--- src/rtl/dmg_main.sv ---
// dmg_main: minimal DMG-style (SM83 subset) CPU core executing straight from
// cartridge ROM. Every byte read takes two cycles: an ADDR cycle that presents
// PC on rom_addr, then a DATA cycle that holds the address, captures rom_data
// at the closing edge and advances PC.
//
// Ports:
//   clk       in   single clock, rising edge
//   rst       in   synchronous active-high reset
//   rom_addr  out  ROM byte address, PC[14:0] (0x8000+ aliases into ROM)
//   rom_data  in   ROM data, valid the cycle after rom_addr is presented
//   dbg_pc    out  current PC
//   dbg_a     out  register A
//   dbg_f     out  flags Z N H C in bits 7:4, bits 3:0 read as 0
//   halted    out  set once HALT executes, cleared only by rst
module dmg_main (
    input  logic        clk,
    input  logic        rst,
    output logic [14:0] rom_addr,
    input  logic [7:0]  rom_data,
    output logic [15:0] dbg_pc,
    output logic [7:0]  dbg_a,
    output logic [7:0]  dbg_f,
    output logic        halted
);

    typedef enum logic [2:0] {
        OP_ADDR,
        OP_DATA,
        IMM1_ADDR,
        IMM1_DATA,
        IMM2_ADDR,
        IMM2_DATA,
        HALT
    } state_t;

    typedef enum logic [2:0] {
        ALU_ADD,
        ALU_ADC,
        ALU_SUB,
        ALU_SBC,
        ALU_AND,
        ALU_XOR,
        ALU_OR,
        ALU_CP
    } alu_op_t;

    state_t      state;
    logic [15:0] pc;
    logic [7:0]  a, b, c, d, e, h, l;
    logic [3:0]  flags;                  // {Z, N, H, C}
    logic [7:0]  opcode;
    logic [7:0]  imm_lo;
    logic        halt_q;

    // Datapath / decode signals
    logic [7:0]  src_val;                // register selected by op[2:0]
    logic [7:0]  dst_val;                // register selected by op[5:3]
    alu_op_t     alu_sel;
    logic [7:0]  alu_b;
    logic        alu_cin;
    logic [8:0]  sum9;
    logic [8:0]  diff9;
    logic        h_add;
    logic        h_sub;
    logic [7:0]  alu_res;
    logic [3:0]  alu_flags;
    logic [7:0]  inc_res;
    logic [7:0]  dec_res;
    logic        op_needs_imm;
    logic        is_jr;
    logic        jr_taken;
    logic [15:0] jr_target;

    logic        wr_en;
    logic [2:0]  wr_idx;
    logic [7:0]  wr_val;
    logic        f_wr;
    logic [3:0]  f_next;

    assign rom_addr = pc[14:0];
    assign dbg_pc   = pc;
    assign dbg_a    = a;
    assign dbg_f    = {flags, 4'b0000};
    assign halted   = halt_q;

    always_comb begin
        // Register file reads for the opcode currently on rom_data
        case (rom_data[2:0])
            3'd0:    src_val = b;
            3'd1:    src_val = c;
            3'd2:    src_val = d;
            3'd3:    src_val = e;
            3'd4:    src_val = h;
            3'd5:    src_val = l;
            3'd7:    src_val = a;
            default: src_val = 8'h00;
        endcase
        case (rom_data[5:3])
            3'd0:    dst_val = b;
            3'd1:    dst_val = c;
            3'd2:    dst_val = d;
            3'd3:    dst_val = e;
            3'd4:    dst_val = h;
            3'd5:    dst_val = l;
            3'd7:    dst_val = a;
            default: dst_val = 8'h00;
        endcase

        // ALU: register operand during OP_DATA, immediate during IMM1_DATA
        if (state == IMM1_DATA) begin
            alu_sel = alu_op_t'(opcode[5:3]);
            alu_b   = rom_data;
        end else begin
            alu_sel = alu_op_t'(rom_data[5:3]);
            alu_b   = src_val;
        end
        alu_cin = ((alu_sel == ALU_ADC) || (alu_sel == ALU_SBC)) ? flags[0] : 1'b0;
        sum9    = {1'b0, a} + {1'b0, alu_b} + {8'h00, alu_cin};
        diff9   = {1'b0, a} - {1'b0, alu_b} - {8'h00, alu_cin};
        h_add   = ({1'b0, a[3:0]} + {1'b0, alu_b[3:0]} + {4'h0, alu_cin}) > 5'h0F;
        h_sub   = {1'b0, a[3:0]} < ({1'b0, alu_b[3:0]} + {4'h0, alu_cin});

        case (alu_sel)
            ALU_ADD, ALU_ADC: begin
                alu_res   = sum9[7:0];
                alu_flags = {1'b0, 1'b0, h_add, sum9[8]};
            end
            ALU_SUB, ALU_SBC, ALU_CP: begin
                alu_res   = diff9[7:0];
                alu_flags = {1'b0, 1'b1, h_sub, diff9[8]};
            end
            ALU_AND: begin
                alu_res   = a & alu_b;
                alu_flags = 4'b0010;
            end
            ALU_XOR: begin
                alu_res   = a ^ alu_b;
                alu_flags = 4'b0000;
            end
            default: begin
                alu_res   = a | alu_b;
                alu_flags = 4'b0000;
            end
        endcase
        alu_flags[3] = (alu_res == 8'h00);

        inc_res = dst_val + 8'd1;
        dec_res = dst_val - 8'd1;

        op_needs_imm = ((rom_data[7:6] == 2'b00) && (rom_data[2:0] == 3'b110) &&
                        (rom_data[5:3] != 3'd6)) ||
                       ((rom_data[7:6] == 2'b11) && (rom_data[2:0] == 3'b110)) ||
                       (rom_data == 8'h18) ||
                       ((rom_data[7:5] == 3'b001) && (rom_data[2:0] == 3'b000)) ||
                       (rom_data == 8'hC3);

        // JR resolution uses the latched opcode while its operand is on rom_data
        is_jr = (opcode == 8'h18) ||
                ((opcode[7:5] == 3'b001) && (opcode[2:0] == 3'b000));
        if (opcode == 8'h18) begin
            jr_taken = 1'b1;
        end else begin
            case (opcode[4:3])
                2'b00:   jr_taken = ~flags[3];
                2'b01:   jr_taken = flags[3];
                2'b10:   jr_taken = ~flags[0];
                default: jr_taken = flags[0];
            endcase
        end
        jr_target = pc + 16'd1 + {{8{rom_data[7]}}, rom_data};

        // Single pending register/flag write for this cycle
        wr_en  = 1'b0;
        wr_idx = 3'd7;
        wr_val = 8'h00;
        f_wr   = 1'b0;
        f_next = flags;

        if (state == OP_DATA) begin
            if (rom_data[7:6] == 2'b01) begin
                // LD r,r'; any (HL) operand or destination (incl. 76) writes nothing
                if ((rom_data[5:3] != 3'd6) && (rom_data[2:0] != 3'd6)) begin
                    wr_en  = 1'b1;
                    wr_idx = rom_data[5:3];
                    wr_val = src_val;
                end
            end else if (rom_data[7:6] == 2'b10) begin
                if (rom_data[2:0] != 3'd6) begin
                    wr_en  = (alu_sel != ALU_CP);
                    wr_idx = 3'd7;
                    wr_val = alu_res;
                    f_wr   = 1'b1;
                    f_next = alu_flags;
                end
            end else if ((rom_data[7:6] == 2'b00) && (rom_data[5:3] != 3'd6)) begin
                if (rom_data[2:0] == 3'b100) begin
                    wr_en  = 1'b1;
                    wr_idx = rom_data[5:3];
                    wr_val = inc_res;
                    f_wr   = 1'b1;
                    f_next = {(inc_res == 8'h00), 1'b0, (dst_val[3:0] == 4'hF), flags[0]};
                end else if (rom_data[2:0] == 3'b101) begin
                    wr_en  = 1'b1;
                    wr_idx = rom_data[5:3];
                    wr_val = dec_res;
                    f_wr   = 1'b1;
                    f_next = {(dec_res == 8'h00), 1'b1, (dst_val[3:0] == 4'h0), flags[0]};
                end
            end
        end else if (state == IMM1_DATA) begin
            if ((opcode[7:6] == 2'b00) && (opcode[2:0] == 3'b110)) begin
                wr_en  = 1'b1;
                wr_idx = opcode[5:3];
                wr_val = rom_data;
            end else if (opcode[7:6] == 2'b11 && opcode != 8'hC3) begin
                wr_en  = (alu_sel != ALU_CP);
                wr_idx = 3'd7;
                wr_val = alu_res;
                f_wr   = 1'b1;
                f_next = alu_flags;
            end
        end
    end

    always_ff @(posedge clk) begin
        if (rst) begin
            state  <= OP_ADDR;
            pc     <= '0;
            a      <= '0;
            b      <= '0;
            c      <= '0;
            d      <= '0;
            e      <= '0;
            h      <= '0;
            l      <= '0;
            flags  <= '0;
            opcode <= '0;
            imm_lo <= '0;
            halt_q <= 1'b0;
        end else begin
            if (wr_en) begin
                case (wr_idx)
                    3'd0:    b <= wr_val;
                    3'd1:    c <= wr_val;
                    3'd2:    d <= wr_val;
                    3'd3:    e <= wr_val;
                    3'd4:    h <= wr_val;
                    3'd5:    l <= wr_val;
                    3'd7:    a <= wr_val;
                    default: ;
                endcase
            end
            if (f_wr) begin
                flags <= f_next;
            end

            case (state)
                OP_ADDR: state <= OP_DATA;
                OP_DATA: begin
                    pc     <= pc + 16'd1;
                    opcode <= rom_data;
                    if (rom_data == 8'h76) begin
                        state  <= HALT;
                        halt_q <= 1'b1;
                    end else if (op_needs_imm) begin
                        state <= IMM1_ADDR;
                    end else begin
                        state <= OP_ADDR;
                    end
                end
                IMM1_ADDR: state <= IMM1_DATA;
                IMM1_DATA: begin
                    if (opcode == 8'hC3) begin
                        imm_lo <= rom_data;
                        pc     <= pc + 16'd1;
                        state  <= IMM2_ADDR;
                    end else begin
                        pc    <= (is_jr && jr_taken) ? jr_target : pc + 16'd1;
                        state <= OP_ADDR;
                    end
                end
                IMM2_ADDR: state <= IMM2_DATA;
                IMM2_DATA: begin
                    pc    <= {rom_data, imm_lo};
                    state <= OP_ADDR;
                end
                default: state <= HALT;
            endcase
        end
    end

endmodule

--- config.mk ---
export PLATFORM = sky130hd
export DESIGN_NAME = dmg_main
export DESIGN_NICKNAME = d
export VERILOG_FILES = /design/src/rtl/dmg_main.sv
export SDC_FILE = /design/constraint.sdc
export NUM_CORES = 1
export LEC_CHECK = 0
export CAP_MARGIN = 20
export CORE_ASPECT_RATIO = 1.2
export CORE_MARGIN = 3
export CORE_UTILIZATION = 55
export DETAILED_ROUTE_END_ITERATION = 7
export PLACE_DENSITY_LB_ADDON = 0.12
export SYNTH_ARGS = -nofsm -noshare
export SYNTH_HDL_FRONTEND = slang
export SYNTH_SLANG_ARGS = --single-unit
--- constraint.sdc ---
create_clock -name clk -period 14 [get_ports clk]
set_clock_uncertainty 0.15 [all_clocks]
set_input_delay 4.2 -clock clk [delete_from_list [all_inputs] [get_ports clk]]
set_output_delay 4.2 -clock clk [all_outputs]
set_load 0.01 [all_outputs]
==> impl_metrics.env, run 1 <==
export IMPL_outcome="finished clean"
export IMPL_ir_drop_mv=0.05157
export IMPL_cts_root_buf="clkbuf_16"
export IMPL_grt_overflow=0
export IMPL_io_pins=58
export IMPL_antenna_found_initial=0
export IMPL_endpoint_kind="register"
export IMPL_wirelength_microns=26630
export IMPL_max_stage_delay_ns=0.58
export IMPL_ys_top_cells_by_area="dfxtp_1 22%, ha_1 8.0%, nor2_1 7.0%"
export IMPL_cts_htree_levels=3
export IMPL_fin_nets=1188
export IMPL_hold_violations=0
export IMPL_worst_slew_pin_slew_ns=1.176
export IMPL_setup_tns_final_ns=0
export IMPL_post_cts_buffers=0
export IMPL_num_vias=8419
export IMPL_cts_tree="built"
export IMPL_synth_common_cells="163 x nor2_1, 96 x dfxtp_1, 85 x nand2_1"
export IMPL_fp_row_count=49
export IMPL_drive_above_1_share_pct=9.358
export IMPL_synth_warnings=0
export IMPL_final_max_slew_viol_count=0
export IMPL_final_antenna_net_count=0
export IMPL_critical_path_arrival_ns=9.50
export IMPL_post_route_min_period_ns=9.371
export IMPL_dpl_cell_area_sq_mm=0.009211
export IMPL_critical_path_class="primary input to register"
export IMPL_synth_top_cell_area_share_pct=22.07
export IMPL_min_path_type="register to register"
export IMPL_grt_pass1_wl_microns=42610
export IMPL_synth_ff_latch_count=96
export IMPL_p_leak_nw=3.620
export IMPL_grtUsageTotal_pct=30.74
export IMPL_via_per_inst=6.349
export IMPL_ctsHoldBuffers=0
export IMPL_clkTransAtPathRegs_ns=0.07
export IMPL_cp_start_kind="primary input"
export IMPL_io_buffers=53
export IMPL_synth_top_family_by_area="compound AO/OA/AOI/OAI gates"
export IMPL_synth_flop_cell="dfxtp_1"
export IMPL_die_h_microns=143.9
export IMPL_cts_resized=0
export IMPL_synth_edf_count=0
export IMPL_p_per_area_mw_per_mm2=83.22
export IMPL_crit_family="compound AO/OA/AOI/OAI gates"
export IMPL_cts_sink_count=96
export IMPL_slew_limit_headroom_pct=21.30
export IMPL_synth_cell_area_sq_mm=0.008710
export IMPL_dp_hpwl_microns=18740
export IMPL_finalSetupViolCount=0
export IMPL_required_ns=14.13
export IMPL_synthMuxAreaShare_pct=9.208
export IMPL_r2r_setup_slack_ns=8.57
export IMPL_core_area_sq_mm=0.01527
export IMPL_crit_fanout=25
export IMPL_async_flop_share_pct=0
export IMPL_post_drt_wl_per_cell_microns=20.08
export IMPL_syn_inst=1111
export IMPL_yosys_area_top_type="dfxtp_1"
export IMPL_cts_buffers=9
export IMPL_seq_area_frac_synth_pct=22.07
export IMPL_final_area_sq_mm=0.009562
export IMPL_synth_compound_area_share_pct=24.82
export IMPL_die_area_sq_mm=0.01739
export IMPL_finalWeightedCongestion=0.9548
export IMPL_worst_path_max_delay_cell="clkinv_1"
export IMPL_fmax_mhz=106.7
export IMPL_grt_pass1_vias=8154
export IMPL_cap_violations=0
export IMPL_synth_adder_area_share_pct=9.194
export IMPL_synth_xor_area_share_pct=4.525
export IMPL_cts_buffer_depth=2
export IMPL_die_width_microns=120.9
export IMPL_clk_latency_ns=0.36
export IMPL_first_iter_violations=782
export IMPL_synthSimpleGateAreaFrac_pct=22.90
export IMPL_yosysMostFrequentCell="nor2_1"
export IMPL_crit_chain="clkdlybuf4s50_1, buf_4, clkinv_1, nand2_1, o221ai_1, o21ai_0, nor2_1, a21o_1, fa_1, inv_1, ha_1, o21ai_0, a211oi_1, a2111oi_0, a31oi_1, o211ai_1, and3_1, a22oi_1, or3b_2, o211ai_1"
export IMPL_n_antenna_cell=0
export IMPL_initial_utilization_pct=57.05
export IMPL_firstDrtPassIters=6
export IMPL_power_w=0.0007957
export IMPL_rsz0062_at_grt="false"
export IMPL_syn2layout_area_growth_pct=9.783
export IMPL_fin_crit_sh_pct=66.93
export IMPL_crit_buf_inv=4
export IMPL_grt_max_degree=106
export IMPL_synth_area_per_cell_sq_um=7.839
export IMPL_drc=0
export IMPL_yosysUniqueCellTypes=94
==> worst reg2reg max path, cell delays in order (launching register included) <==
cell,delay [ns]
dfxtp_1,0.30
buf_4,0.24
and3b_1,0.50
buf_4,0.31
mux2i_2,0.54
nor2_1,0.08
nand2_1,0.12
inv_1,0.08
fa_1,0.53
inv_1,0.05
ha_1,0.17
o21ai_0,0.30
a211oi_1,0.19
a2111oi_0,0.44
a31oi_1,0.08
o211ai_1,0.16
and3_1,0.26
a22oi_1,0.22
or3b_2,0.52
o211ai_1,0.10
==> where the power goes <==
part	internal, W	switching [W]	leakage, nW	total (W)
clock network	0.000151	0.000120	0.155	0.000271
registers	0.000281	0.0000152	0.779	0.000296
logic	0.0000953	0.000133	2.69	0.000228
total	0.000527	0.000268	3.62	0.000796
==> logic make-up after synthesis <==
group	after synthesis
mux	63
simple gates	407
fa+ha+maj	61
buf+inv	133
flops	96
other cells	1
compound gates	305
xor+xnor	45
==> cell usage in the layout, fill, tap and decap left out, types with 6 or more instances in the layout <==
cell / count
nor3_1: 22
dfxtp_1: 96
clkdlybuf4s50_1: 51
nor2b_1: 15
o21ai_0: 46
and3_1: 10
inv_1: 47
xnor2_1: 27
clkbuf_16: 9
a311oi_1: 9
nand2_1: 85
mux2_2: 14
mux2i_1: 34
a211oi_2: 6
mux4_2: 10
or3_1: 9
ha_1: 56
a21o_1: 8
nand3b_1: 9
nor2_1: 163
a221oi_2: 6
a211oi_1: 46
buf_4: 22
xor2_1: 18
a22oi_1: 8
o22ai_1: 16
nand4_1: 10
nand3_1: 17
o21a_1: 7
nand2b_1: 21
a21oi_1: 63
o211ai_1: 6
o31ai_1: 6
a31oi_1: 14
==> per-layer routing <==
layer / wire length (microns) / global-route usage [%]
met5: 0 / 0
met4: 1294 / 15.57
met3: 1789 / 4.291
met2: 12800 / 53.66
met1: 10750 / 36.83
==> worst paths after layout <==
check,startpoint,to,cells after the start
max,rom_data[0],l[7],20
min,flags[2],flags[2],2
max reg2reg,state[2],l[7],19
min reg2reg,flags[2],flags[2],2
==> final cells by class <==
| cell class | instances | area (sq um) |
|---|---|---|
| fillers | 1384 | 5704 |
| repair buffers | 75 | 708.2 |
| clock buffers | 12 | 256.5 |
| inverters | 50 | 187.7 |
| flip-flops and latches | 96 | 1922 |
| multi-input cells | 885 | 6173 |
| well taps | 204 | 255.2 |
| clock inverters | 4 | 58.81 |
==> through the flow <==
stage          cells  hold slack, ns  worst slack (ns)  utilization, %
3_3_place_gp    1308          0.2907             4.499           60.34
5_1_grt         1326          0.3197             4.248           62.63
6_report        1326          0.3014             4.629           62.63
3_5_place_dp    1308          0.2960             4.419           60.34
2_1_floorplan   1114          0.2932             5.767               -
4_1_cts         1324          0.3041             4.723           62.40
==> state kept, by name (all words and copies together), names as in the netlist <==
signal	flops
d	8
h	8
halted	1
c	8
opcode	8
state	3
imm_lo	8
l	8
dbg_pc	16
b	8
flags	4
dbg_a	8
e	8
(Power assumes the default switching activity.)
==> run 2, diff against run 1 <==
clock period = 7.9 ns   (was 14 ns; I/O delays follow)
==> impl_metrics.env, run 2 (same netlist as run 1, synthesis figures left out) <==
export IMPL_outcome="finished clean"
export IMPL_final_common_cell="nor2_1"
export IMPL_gr_usage_met3_pct=4.606
export IMPL_min_path_type="register to register"
export IMPL_fp_row_count=49
export IMPL_fin_crit_sh_pct=89.44
export IMPL_dp_cells=1319
export IMPL_die_area_sq_mm=0.01739
export IMPL_antenna_found_initial=0
export IMPL_wirelength_microns=27840
export IMPL_fill_cells=1425
export IMPL_fin_nets=1197
export IMPL_cts_buffers=9
export IMPL_p_per_area_mw_per_mm2=146.8
export IMPL_first_iter_violations=799
export IMPL_hold_start="flags[1]"
export IMPL_post_drt_wl_per_cell_microns=20.85
export IMPL_cts_root_buf="clkbuf_16"
export IMPL_cp_start_kind="primary input"
export IMPL_cts_resized=0
export IMPL_worst_slew_pin_slew_ns=1.080
export IMPL_firstDrtPassIters=6
export IMPL_post_route_min_period_ns=7.065
export IMPL_num_vias=8487
export IMPL_crit_family="compound AO/OA/AOI/OAI gates"
export IMPL_dp_hpwl_microns=20250
export IMPL_critical_path_class="primary input to register"
export IMPL_use_met2_pct=55.04
export IMPL_initial_utilization_pct=57.05
export IMPL_final_cell_mix="163 x nor2_1, 96 x dfxtp_1, 85 x nand2_1"
export IMPL_top_usage_layer="met2"
export IMPL_syn2layout_area_growth_pct=10.53
export IMPL_met1_usage_pct=39.44
export IMPL_ir_drop_mv=0.1174
export IMPL_io_pins=58
export IMPL_cts_htree_levels=3
export IMPL_final_antenna_net_count=0
export IMPL_cts_tree="built"
export IMPL_multiInputGateArea_sq_mm=0.006173
export IMPL_cts_buffer_depth=2
export IMPL_worst_path_max_delay_cell="o31ai_1"
export IMPL_cap_violations=0
export IMPL_cts_sink_count=96
export IMPL_required_ns=8.03
export IMPL_die_h_microns=143.9
export IMPL_finalSetupViolCount=0
export IMPL_fmax_mhz=141.5
export IMPL_largest_reg_flops=16
export IMPL_endpoint_kind="register"
export IMPL_n_antenna_cell=0
export IMPL_slew_limit_headroom_pct=27.74
export IMPL_clkTransAtPathRegs_ns=0.08
export IMPL_grt_overflow=0
export IMPL_stdcell_count=1335
export IMPL_max_stage_delay_ns=0.61
export IMPL_ctsHoldBuffers=0
export IMPL_io_buffers=53
export IMPL_regToRegStartpoint="state[2]"
export IMPL_crit_fanout=25
export IMPL_critical_path_arrival_ns=7.19
export IMPL_crit_chain="clkdlybuf4s50_1, buf_4, clkinv_1, nor2_1, a221oi_1, o31ai_1, ha_1, inv_1, ha_1, nor3_1, a211oi_1, a2111oi_0, a31oi_1, o211ai_1, and3_1, a22oi_1, or3b_2, o211ai_1"
export IMPL_rsz0062_at_grt="false"
export IMPL_die_width_microns=120.9
export IMPL_core_area_sq_mm=0.01527
export IMPL_final_max_slew_viol_count=0
export IMPL_drc=0
export IMPL_grt_max_degree=95
export IMPL_post_cts_buffers=0
export IMPL_crit_buf_inv=4
export IMPL_clk_latency_ns=0.36
export IMPL_via_per_inst=6.357
export IMPL_finalWeightedCongestion=1.000
export IMPL_startpoint="rom_data[1]"
export IMPL_drive_above_1_share_pct=10.17
export IMPL_hold_violations=0
export IMPL_grtUsageTotal_pct=32.34
export IMPL_setup_tns_final_ns=0
export IMPL_grt_pass1_vias=8187
export IMPL_grt_pass1_wl_microns=44520
export IMPL_seqCellArea_sq_mm=0.001922
export IMPL_p_leak_nw=3.661
==> run 2: layer usage <==
layer  share of wire [%]  routed length [microns]  vias up
met5                   0                        0        -
met4                 5.4                     1493        0
met3                 6.1                     1690       91
met2                  48                    13450      349
met1                  40                    11210     3998
li1                    -                        -     4049
==> run 2: final timing paths <==
| check | slack [ns] | to | depth (start not counted) |
|---|---|---|---|
| worst min register to register | 0.31 | flags[1] | 2 |
| worst max register to register | 2.63 | l[7] | 18 |
| worst min-delay path | 0.31 | flags[1] | 2 |
| worst max-delay path | 0.83 | l[7] | 18 |
==> run 2: worst reg2reg max path, cell delays in order, from the launching register on <==
cell,delay (ns)
dfxtp_1,0.58
nand3b_1,0.41
buf_4,0.30
mux2i_1,0.47
nor2_1,0.10
nand2_1,0.14
inv_1,0.08
fa_1,0.54
inv_1,0.06
ha_1,0.17
o21ai_0,0.31
a211oi_1,0.19
a2111oi_0,0.42
a31oi_1,0.08
o211ai_1,0.15
and3_1,0.24
a22oi_1,0.19
or3b_2,0.51
o211ai_1,0.10
==> run 2: stage by stage <==
stage | power [W] | setup slack, ns | cell area [sq um] | hold WS, ns | utilization (%)
floorplan | 0.0008231 | 1.497 | 8721 | 0.2932 | -
global placement | 0.0009362 | 0.6434 | 9306 | 0.2944 | 60.96
detailed placement | 0.0009410 | 0.5395 | 9306 | 0.2959 | 60.96
CTS | 0.001419 | 0.9100 | 9627 | 0.3068 | 63.06
global route | 0.001485 | 0.4437 | 9627 | 0.3187 | 63.06
finish | 0.001414 | 0.8345 | 9627 | 0.3053 | 63.06
==> run 2: cell type report <==
class / count / share of cell area (%)
clock buffers: 9 / 2.339
clock inverters: 7 / 0.9878
inverters: 50 / 1.950
multi-input cells: 885 / 64.13
flip-flops and latches: 96 / 19.96
well taps: 204 / 2.651
repair buffers: 84 / 7.980
==> run 2: report_power, final <==
part | leakage [nW] | internal (W) | switching [W]
combinational | 2.73 | 0.000171 | 0.000240
sequential | 0.779 | 0.000498 | 0.0000264
clock | 0.157 | 0.000256 | 0.000222
total | 3.66 | 0.000925 | 0.000488
==> run 3, diff against run 2 <==
--- a/config.mk
+++ b/config.mk
@@ -13,2 +13,3 @@
 export PLACE_DENSITY_LB_ADDON = 0.12
+export SLEW_MARGIN = 20
 export SYNTH_ARGS = -nofsm -noshare
--- a/constraint.sdc
+++ b/constraint.sdc
@@ -4,2 +4,2 @@
 set_output_delay 2.37 -clock clk [all_outputs]
-set_load 0.01 [all_outputs]
+set_load 0.02 [all_outputs]
==> results of run 3 <==
The final DEF is identical to that of run 2. Status: finished clean.
Main changes from that run: total power 0.001414 W -> 0.001427 W; worst IR drop on VDD 0.1174 mV -> 0.1177 mV
